`src/rtl/ray_sphere_seq.sv`:
```
// Ray/sphere intersection sequencer: forms L = C - O, then drives three passes through a shared
// 3-term dot-product unit (L.D, L.L, tca.tca) and reports tca, d2 and a hit flag.
module ray_sphere_seq #(
  parameter int unsigned DOT_LAT = 1
) (
  input  logic        clk,
  input  logic        reset_n,
  input  logic        in_valid,
  output logic        in_ready,
  input  logic        ctype,
  input  logic [31:0] ox,
  input  logic [31:0] oy,
  input  logic [31:0] oz,
  input  logic [31:0] dx,
  input  logic [31:0] dy,
  input  logic [31:0] dz,
  input  logic [31:0] cx,
  input  logic [31:0] cy,
  input  logic [31:0] cz,
  input  logic [63:0] r2,
  output logic        dot_req,
  input  logic        dot_gnt,
  output logic [31:0] dot_ax,
  output logic [31:0] dot_ay,
  output logic [31:0] dot_az,
  output logic [31:0] dot_bx,
  output logic [31:0] dot_by,
  output logic [31:0] dot_bz,
  input  logic [63:0] dot_result,
  output logic        out_valid,
  input  logic        out_ready,
  output logic [31:0] tca,
  output logic [63:0] d2,
  output logic        hit
);

  localparam int unsigned CntW = $clog2(DOT_LAT + 2);

  typedef enum logic [2:0] {
    StIdle, StSub, StPassLd, StPassLl, StPassTt, StEval, StDone
  } state_e;

  state_e                state_q, state_d;
  logic [CntW-1:0]       cnt_q, cnt_d;
  logic [2:0][31:0]      o_q, d_q, c_q, l_q, l_next, dot_a, dot_b;
  logic                  ctype_q;
  logic [63:0]           r2_q, ll_q, d2_q;
  logic [31:0]           tca_q;
  logic                  hit_q;
  logic                  pass_done;

  always_comb begin
    for (int i = 0; i < 3; i++) begin
      l_next[i] = (ctype_q ? {c_q[i][15:0], 16'h0000} : c_q[i]) - o_q[i];
    end
  end

  always_comb begin
    state_d   = state_q;
    cnt_d     = cnt_q;
    in_ready  = 1'b0;
    dot_req   = 1'b0;
    out_valid = 1'b0;
    pass_done = 1'b0;
    dot_a     = '0;
    dot_b     = '0;
    unique case (state_q)
      StIdle: begin
        in_ready = reset_n;
        if (in_valid) state_d = StSub;
      end
      StSub: state_d = StPassLd;
      StPassLd, StPassLl, StPassTt: begin
        dot_req = 1'b1;
        case (state_q)
          StPassLd: begin dot_a = l_q; dot_b = d_q; end
          StPassLl: begin dot_a = l_q; dot_b = l_q; end
          default:  begin dot_a[0] = tca_q; dot_b[0] = tca_q; end
        endcase
        // Any gap in the grant restarts the count; operands stay put meanwhile.
        if (!dot_gnt) begin
          cnt_d = '0;
        end else if (cnt_q == CntW'(DOT_LAT)) begin
          pass_done = 1'b1;
          cnt_d     = '0;
          case (state_q)
            StPassLd: state_d = StPassLl;
            StPassLl: state_d = StPassTt;
            default:  state_d = StEval;
          endcase
        end else begin
          cnt_d = cnt_q + 1'b1;
        end
      end
      StEval: state_d = StDone;
      StDone: begin
        out_valid = 1'b1;
        if (out_ready) state_d = StIdle;
      end
      default: state_d = StIdle;
    endcase
  end

  always_ff @(posedge clk or negedge reset_n) begin
    if (!reset_n) begin
      state_q <= StIdle;
      cnt_q   <= '0;
      o_q     <= '0;
      d_q     <= '0;
      c_q     <= '0;
      l_q     <= '0;
      ctype_q <= 1'b0;
      r2_q    <= '0;
      ll_q    <= '0;
      d2_q    <= '0;
      tca_q   <= '0;
      hit_q   <= 1'b0;
    end else begin
      state_q <= state_d;
      cnt_q   <= cnt_d;
      if (state_q == StIdle && in_valid) begin
        o_q     <= {oz, oy, ox};
        d_q     <= {dz, dy, dx};
        c_q     <= {cz, cy, cx};
        ctype_q <= ctype;
        r2_q    <= r2;
      end
      if (state_q == StSub) l_q <= l_next;
      if (pass_done) begin
        case (state_q)
          StPassLd: tca_q <= dot_result[47:16];
          StPassLl: ll_q  <= dot_result;
          default:  d2_q  <= ll_q - dot_result;
        endcase
      end
      if (state_q == StEval) hit_q <= ~tca_q[31] & ($signed(d2_q) <= $signed(r2_q));
    end
  end

  assign dot_ax = dot_a[0];
  assign dot_ay = dot_a[1];
  assign dot_az = dot_a[2];
  assign dot_bx = dot_b[0];
  assign dot_by = dot_b[1];
  assign dot_bz = dot_b[2];
  assign tca    = tca_q;
  assign d2     = d2_q;
  assign hit    = hit_q;

endmodule
```
`config.mk`:
```
export PLATFORM = sky130hd
export DESIGN_NAME = ray_sphere_seq
export DESIGN_NICKNAME = d
export VERILOG_FILES = /design/src/rtl/ray_sphere_seq.sv
export SDC_FILE = /design/constraint.sdc
export NUM_CORES = 1
export LEC_CHECK = 0
export ABC_AREA = 1
export BUFFER_PORTS_ARGS = -buffer_cell sky130_fd_sc_hd__buf_2
export CORE_ASPECT_RATIO = 0.6
export CORE_MARGIN = 2
export CORE_UTILIZATION = 50
export DETAILED_ROUTE_END_ITERATION = 8
export PLACE_DENSITY = 0.72
export SYNTH_ARGS = -nofsm -noshare
export SYNTH_HDL_FRONTEND = slang
export SYNTH_SLANG_ARGS = --single-unit
```
`constraint.sdc`:
```
create_clock -name clk -period 8.7 [get_ports clk]
set_input_delay 1.305 -clock clk [delete_from_list [all_inputs] [get_ports clk]]
set_output_delay 1.305 -clock clk [all_outputs]
set_load 0.01 [all_outputs]
```
Word level (Yosys, flattened, before mapping)
Cells that the tools add are included.
{"block": "classes", "eq_ne": 11, "n_reduce_logical": 8, "addsub": 5, "muxes": 23, "n_bitwise": 3, "n_lt_le_gt_ge": 1}
{"cell": "two-way mux 96 bit", "n": 2}
{"cell": "two-way mux 32 bit", "n": 4}
{"cell": "one-hot mux 64 bit (2 select lines)", "n": 1}
{"cell": "subtractor 32 bit", "n": 3}
{"cell": "less-or-equal comparator 64 bit", "n": 1}
{"cell": "two-way mux 64 bit", "n": 1}
{"cell": "one-hot mux 32 bit (2 select lines)", "n": 1}
{"cell": "subtractor 64 bit", "n": 1}
{"cell": "one-hot mux 3 bit (5 select lines)", "n": 1}
{"cell": "two-way mux 3 bit", "n": 4}
{"cell": "equality test 3 bit (second input constant)", "n": 3}
{"cell": "!= test 2 bit (second input constant)", "n": 4}
{"cell": "equality test 3 x 2 -> 1 bit (second input constant)", "n": 2}
{"cell": "two-way mux 1 bit", "n": 6}
{"cell": "one-hot mux 3 bit (2 select lines)", "n": 1}
{"cell": "AND reduction 2 bit", "n": 3}
{"cell": "two-way mux 2 bit", "n": 2}
{"cell": "AND reduction 4 bit", "n": 1}
{"cell": "equality test 3 x 1 -> 1 bit (second input constant)", "n": 1}
{"cell": "logical NOT 3 bit", "n": 1}
{"cell": "OR reduction 3 bit", "n": 1}
{"cell": "adder 2 x 1 -> 2 bit (second input constant)", "n": 1}
{"cell": "equality test 2 x 1 -> 1 bit (second input constant)", "n": 1}
{"cell": "inverter 1 bit", "n": 2}
{"cell": "other kinds (3)", "n": 3}
{"block": "word_totals", "regBits": 615, "word_cells": 71}

Longest topological paths before layout
Gate-level depths: netlist (run 1).
{"block": "logic_depth", "depth_word": 5, "depth_mapped": 19}

Worst setup path before layout (run 1)
No wires, ideal clock.
{"block": "synth_path", "path_kind": "input -> register", "from": "input dot_result[0]", "to": "register d2_q[50], in the netlist d2[50]", "t_arrival_ns": 2.897, "setup_time_ns": 0.117, "slack_ns": 5.686, "cell_stages": 16, "n_path_buf": 0, "path_cell_list": "ha_1 > fa_1 > inv_1 > nand3_1 > nand2_1 > nand2_1 > nand2_2 > nand2_1 > nand2_1 > nand2_1 > nand2_1 > nand3_1 > nand2_1 > nand2_1 > nand3_1 > nand2_1"}
{"block": "synth_between", "elab_chain_len": 1}
{"item": "start, declared", "line": "29", "source": "input logic [63:0] dot_result,"}
{"item": "subtractor 64 bit", "line": "133", "source": "default: d2_q <= ll_q - dot_result;"}
{"item": "end signal, assigned", "line": "133"}
{"item": "end, declared", "line": "47", "source": "logic [63:0] r2_q, ll_q, d2_q;"}
No other way between the ends.
A chain may end at the register's enable or synchronous reset.

Worst setup path after layout (run 1)
{"block": "layout_path", "from": "register state_q[1]", "to": "output dot_bx[4]"}
{"block": "layout_between", "elab_chain_len": 3, "elab_cells_between_ends": 6, "classes_between": "3 x eq/ne; 2 x mux; 1 x reduce/logical"}
{"item": "start, declared", "line": "43", "source": "state_e state_q, state_d;"}
{"item": "start signal, assigned", "line": "106", "source": "state_q <= StIdle;"}
{"item": "start signal, assigned", "line": "119", "source": "state_q <= state_d;"}
{"item": "equality test 3 x 2 -> 1 bit / equality test 3 bit (equally long branches)", "line": "67, 75"}
{"item": "one-hot mux 32 bit (2 select lines) / OR reduction 3 bit (equally long branches)", "line": "75, 67"}
{"item": "two-way mux 96 bit (*)", "line": "67", "source": "unique case (state_q)"}
{"item": "end, declared", "line": "26", "source": "output logic [31:0] dot_bx,"}
Mark *: on every way between the ends. The rest lies on a longest branch, timed or not.

==> results of run 1 <==
metal layers:
metal | part of all wire [%] | GRT usage, %
met5 | 0.036 | 0
met4 | 2.8 | 10.1
met3 | 13 | 13.3
met2 | 38 | 49.4
met1 | 46 | 59.5
kinds of logic after synthesis:
group	count (synthesis)	share of synthesized area (%)
simple gates	2008	21.6
buf+inv	858	8.82
flops	615	40.8
xor+xnor	73	1.70
fa+ha+maj	224	7.51
mux	154	4.60
compound gates	1051	15.0
final timing paths:
path | from | depth (start not counted) | end
min | l_q[40]$_DFFE_PN0P_ | 2 | l_q[40]$_DFFE_PN0P_
max in group asynchronous | reset_n | 3 | d_q[87]$_DFFE_PN0P_
max | state_q[1]$_DFFE_PN0P_ | 8 | dot_bx[4]
min in group asynchronous | reset_n | 1 | r2_q[59]$_DFFE_PN0P_
max reg2reg | ctype_q$_DFFE_PN0P_ | 12 | l_q[60]$_DFFE_PN0P_
min reg2reg | l_q[40]$_DFFE_PN0P_ | 2 | l_q[40]$_DFFE_PN0P_
synthesized netlist by cell type (9+ instances only):
master / number
nand2_1: 1079
inv_1: 681
dfrtp_1: 615
nor2_1: 592
a21oi_1: 442
o21ai_0: 392
ha_1: 220
nand3_1: 170
mux2_2: 153
clkbuf_1: 72
buf_2: 68
o21ai_1: 63
xnor2_1: 50
nor3_1: 48
nand4_1: 31
a31oi_1: 24
nand3b_1: 24
buf_1: 23
o22ai_1: 23
xor2_1: 23
o221ai_1: 19
o21bai_1: 17
o211ai_1: 15
nor2_2: 14
nand2_2: 13
o21ai_2: 13
a21o_1: 11
nor4_1: 11
o21a_1: 11
or2_2: 11
inv_2: 9
worst min-delay path: cells and delay by family (launching register included):
family | cells | cell delay, ns
AOI/OAI and AO/OA | 1 | 0.06
DFF | 1 | 0.34
and+or+nand+nor | 1 | 0.05
through the flow:
step	std cells	worst slack, ns	hold slack (ns)	power, mW
global route	6657	3.18	0.512	21.2
detailed placement	6541	4.21	0.467	16.6
finish	6658	3.40	0.483	19.9
floorplan	4983	5.69	0.444	12.4
CTS	6644	3.52	0.484	19.5
global placement	6541	4.36	0.465	16.4
flip-flops by register name, summed over array words and instances (netlist names), 32 cells and up:
name	cells
d_q	96
d2	64
r2_q	64
c_q	96
tca	32
ll_q	64
l_q	96
o_q	96
report_power, final:
group	leakage [nW]	internal [mW]	total (mW)	switching, mW
sequential	7.28	4.26	5.18	0.924
combinational	14.8	3.84	11.9	8.04
clock	0.991	1.60	2.80	1.20
layout make-up:
cell class / instances / area [µm²]
Clock buffer: 75 / 1610
Timing Repair Buffer: 738 / 3800
Multi-Input combinational cell: 3510 / 19000
Clock inverter: 28 / 420
Tap cell: 987 / 1230
Antenna cell: 14 / 35.0
Inverter: 691 / 2600
Sequential cell: 615 / 15400
Fill cell: 7000 / 30100
==> metrics.txt, run 1 <==
status=complete, no violations; core box area=about 74000 µm²; Port Buf Inserts=~700; Tcrit/Tclk final=between 60% and 70%; DR vias/cell=~5.6; Vias=between 30000 and 40000; Fin. Hold Viols=0; Tightest Hold Check Type=reg -> reg; Max-cap violations=0; clock sink total=between 600 and 700; DP Area=42100 µm²; Die H=approximately 220 µm; Worst Path Required=7.39 ns; WL per Instance=about 23 µm; Clock Skews=between 0.03 and 0.04 ns; RD Place Congestion=about 1.1; Remaining Overflow, GRT=0; worst-margin pin slew=~1.3 ns; Horiz. Die Dim=roughly 360 µm; postcts setup bufs=0; post_cts resized=0; DRC violations left=0; hold_buf cts=0; Slew Viols, Final=0; most frequent cells in the layout=1076 x nand2_1, 712 x buf_2, 681 x inv_1, 614 x dfrtp_1, 591 x nor2_1; Crit-path slowest cell=buf_4; setup TNS=0 ns; cell count after synthesis=4983; HPWL Detailed=124 mm; CP endpoint kind=output pin; final setup vio count=0; Max Fanout on Critical Path=a little over 90; RSZ-0062 raised after global routing=false; Setup CP Type=reg -> out; CTS Root Buffer Type=clkbuf_16; final WL=~150 mm; row count=77; maximum vdd drop=~220 µV; Finished Cell Area=between 40000 and 50000 µm²; Arr. time, crit path=about 4 ns; Initial DRT Pass Iterations=6; Final Util=59.5%; top-area cell type share of the netlist area=40.8%; sequential area share after synthesis=between 40% and 50%; Final min period=5.30 ns; Startpoint Class=flip-flop; FF-to-FF setup slack=roughly 4.7 ns; largest cells by area after synthesis=dfrtp_1 41%, nand2_1 11%, ha_1 7.3%, inv_1 6.8%, nor2_1 5.9%; Yosys reg bits=approximately 600; starting density of the core=around half; CTS Buf Count=a little under 60; mapped cell area=approximately 38000 µm²; 1st-iter DRT viols=approximately 4700; commonest non-fill, non-tap cell in the layout=nand2_1; vias in the first global route=33900; Nets=6260; count of cell types in the netlist=48; initial antenna violation count=16; CTS tree=yes; crit path cell chain=inv_2, nor2_1, inv_4, nor2_4, buf_4, nand2_1, a31oi_1, buf_2; syn nets=roughly 5600; ANT nets after route=0; Worst-path clk slew=~0.070 ns; maximum clock rate=~190 MHz; global-route wire length before repair=around 220 mm; Area Overhead vs Synth=17.0%; PD cells=roughly 450 nW/µm²; Async SR Flop Fraction=100%; io pins=714; layout cells sized above 1=about a fifth; leading area contributor after synthesis=dfrtp_1; yosys warns=0; Pleak=23.1 nW; htree depth=2; Synth Area per Inst=between 7 and 8 µm²; largest net degree at the start of global routing=approximately 220; die footprint=approximately 78000 µm²; Overall Global Routing Usage=a little under two fifths; Post-synth EDFFs=0; delay-heaviest family, CP=buffers and inverters; slew margin rel.=15.8%; clock insertion delay at the later pin of the skew report=0.66 ns; Crit path largest cell delay=roughly 0.78 ns; clk buf depth=3; Synth Flop Type=dfrtp_1; Buf/Inv on CP=4
(Power assumes the default switching activity.)
==> run 2: changes to the inputs <==
--- a/config.mk
+++ b/config.mk
@@ -11,7 +11,7 @@
 export CORE_MARGIN = 2
 export CORE_UTILIZATION = 50
 export DETAILED_ROUTE_END_ITERATION = 8
-export PLACE_DENSITY = 0.72
+export PLACE_DENSITY = 0.75
 export SYNTH_ARGS = -nofsm -noshare
 export SYNTH_HDL_FRONTEND = slang
 export SYNTH_SLANG_ARGS = --single-unit
==> constraint.sdc (replaced) <==
create_clock -name clk -period 4.46 [get_ports clk]
set_input_delay 0.669 -clock clk [delete_from_list [all_inputs] [get_ports clk]]
set_output_delay 0.669 -clock clk [all_outputs]
set_load 0.01 [all_outputs]
==> run 2 against run 1 <==
Global-route usage rose by 0.28 points. Sequential power grew 97%. Worst hold slack lost 0.24 ns. Highest routed layer unchanged. Non-clock buffer count grew 11. Critical path type unchanged. Core utilization grew 0.39 points. Clock-buffer cell count down 4. Combinational power is 96% higher. Total power up 98%. First-iteration DRC count increased by 3.8%.
==> metrics.txt, run 2 (same netlist as run 1, synthesis figures left out) <==
status=complete, no violations (unchanged); final worst slack=0.159 ns (was 3.40 ns); vias in the first global route=34100 (was 33900); hold depth=2 (unchanged); Worst Path Required=3.79 ns (was 7.39 ns); core box area=74200 µm² (unchanged); Tightest Hold Check Type=in -> reg (was reg -> reg); ANT nets after route=0 (unchanged); clk buf depth=3 (unchanged); worst hold slack=0.242 ns (was 0.483 ns); post_cts resized=0 (unchanged); CTS Root Buffer Type=clkbuf_16 (unchanged); Design Power=39.3 mW (was 19.9 mW); row count=77 (unchanged); htree depth=2 (unchanged); setup TNS=0 ns (unchanged); commonest non-fill, non-tap cell in the layout=nand2_1 (unchanged); DP Area=42200 µm² (was 42100 µm²); largest net degree at the start of global routing=146 (was 215); worst r2r src=ctype_q$_DFFE_PN0P_ (unchanged); Startpoint Class=flip-flop (unchanged); maximum clock rate=approximately 230 MHz; CP endpoint kind=output pin (unchanged); Crit-path slowest cell=buf_4 (unchanged); r2r worst-path depth=14 (was 12); CTS tree=yes (unchanged); Min-Delay Startpoint=cz[28] (was l_q[40]$_DFFE_PN0P_); Die H=217 µm (unchanged); FF-to-FF setup slack=1.08 ns (was 4.72 ns); Nets=6270 (was 6260); initial antenna violation count=14 (was 16); Setup CP Type=reg -> out (unchanged); crit path cell chain=inv_2, nor2_1, inv_4, buf_4, nand2_1, o21ai_0, buf_2 (was inv_2, nor2_1, inv_4, nor2_4, buf_4, nand2_1, a31oi_1, buf_2); PD cells=885 nW/µm² (was 450 nW/µm²); Max-cap violations=0 (unchanged); Port Buf Inserts=713 (unchanged); fillers=6964 (was 7000); DR vias/cell=5.70 (was 5.64); global-route wire length before repair=222 mm (was 221 mm); worst-margin pin slew=1.01 ns (was 1.25 ns); most frequent cells in the layout=1076 x nand2_1, 712 x buf_2, 681 x inv_1, 614 x dfrtp_1, 591 x nor2_1 (unchanged); HPWL Detailed=125 mm (was 124 mm); RSZ-0062 raised after global routing=false (unchanged); WL per Instance=23.2 µm (was 23.0 µm); Finished Cell Area=44400 µm² (was 44100 µm²); Horiz. Die Dim=359 µm (unchanged); die footprint=77700 µm² (unchanged); Clock Skews=0.0262 ns (was 0.0335 ns); final setup vio count=0 (unchanged); Cells after DPL=6551 (was 6541); Setup Slack @ Placement=1.02 ns (was 4.21 ns); r2r endpoint=l_q[61]$_DFFE_PN0P_ (was l_q[60]$_DFFE_PN0P_); Overall Global Routing Usage=38.6% (was 38.3%); Worst-path clk slew=0.07 ns (about the same); Initial DRT Pass Iterations=6 (unchanged); postcts setup bufs=0 (unchanged); io pins=714 (unchanged); Finished Layout Cells=6669 (was 6658); Remaining Overflow, GRT=0 (unchanged); slew margin rel.=32.5% (was 15.8%); Vias=38000 (was 37600); Final Util=59.9% (was 59.5%); CTS Buf Count=57 (was 58); Area Overhead vs Synth=17.8% (was 17.0%); DRC violations left=0 (unchanged); Crit path largest cell delay=0.76 ns (was 0.78 ns); Arr. time, crit path=3.63 ns (was 3.99 ns); Max Fanout on Critical Path=69 (was 93); final WL=155 mm (was 153 mm); RD Place Congestion=1.07 (about the same); Final min period=approximately 4.3 ns; Tcrit/Tclk final=between 90% and 100%; Fin. Hold Viols=0 (unchanged); starting density of the core=50.8% (unchanged); Slew Viols, Final=0 (unchanged); layout cells sized above 1=19.0% (was 18.7%); hold endpoint=c_q[92]$_DFFE_PN0P_ (was l_q[40]$_DFFE_PN0P_); clock sink total=615 (unchanged); Pleak=23.3 nW (was 23.1 nW); clock insertion delay at the later pin of the skew report=0.66 ns (about the same); 1st-iter DRT viols=4859 (was 4682); maximum vdd drop=473 µV (was 215 µV)
[run 2: where the power goes]
| part | internal, mW | switching, mW |
|---|---|---|
| Combinational | 7.56 | 15.7 |
| Clock | 3.36 | 2.44 |
| Sequential | 8.30 | 1.92 |
[run 2: per-layer routing]
| metal | track usage (%) | wire (µm) | vias to the layer above |
|---|---|---|---|
| met5 | 0 | 32 | - |
| met4 | 9.38 | 4170 | 4 |
| met3 | 12.5 | 20400 | 228 |
| met2 | 49.6 | 58600 | 2126 |
| met1 | 60.9 | 71700 | 18200 |
| li1 | - | - | 17500 |
[run 2: how the worst max path moves through the flow]
stage / from / depth (start not counted) / endpoint
after global placement: state_q[1]$_DFFE_PN0P_ / 8 / dot_bx[29]
after global routing: state_q[1]$_DFFE_PN0P_ / 7 / dot_ax[28]
after detailed placement: state_q[1]$_DFFE_PN0P_ / 8 / dot_bx[29]
after floorplan: ctype_q$_DFFE_PN0P_ / 13 / l_q[52]$_DFFE_PN0P_
after CTS: state_q[1]$_DFFE_PN0P_ / 7 / dot_ax[28]
final: state_q[1]$_DFFE_PN0P_ / 7 / dot_ax[28]
[run 2: repair_timing]
action / in CTS / in global routing
hold buffers: 1 / 0
hold endpoints to repair: 34 / 0
endpoints found under the setup margin: 0 / 0
[run 2: layout make-up]
| type | instances | area, µm² | area share, % |
|---|---|---|---|
| clock inverters | 36 | 563 | 1.27 |
| inverters | 691 | 2600 | 5.85 |
| flip-flops and latches | 615 | 15400 | 34.7 |
| well taps | 987 | 1230 | 2.78 |
| multi-input cells | 3510 | 19000 | 42.9 |
| clock buffers | 71 | 1590 | 3.58 |
| repair buffers | 749 | 3980 | 8.95 |
| diodes | 10 | 25.0 | 0.0563 |
[run 2: worst max-delay path, delay by kind of cell, from the launching register on]
kind	cells	cell delay, ns
buffers and inverters	4	1.50
AND/OR/NAND/NOR	2	0.31
AO/OA/AOI/OAI	1	0.70
flip-flops	1	0.41
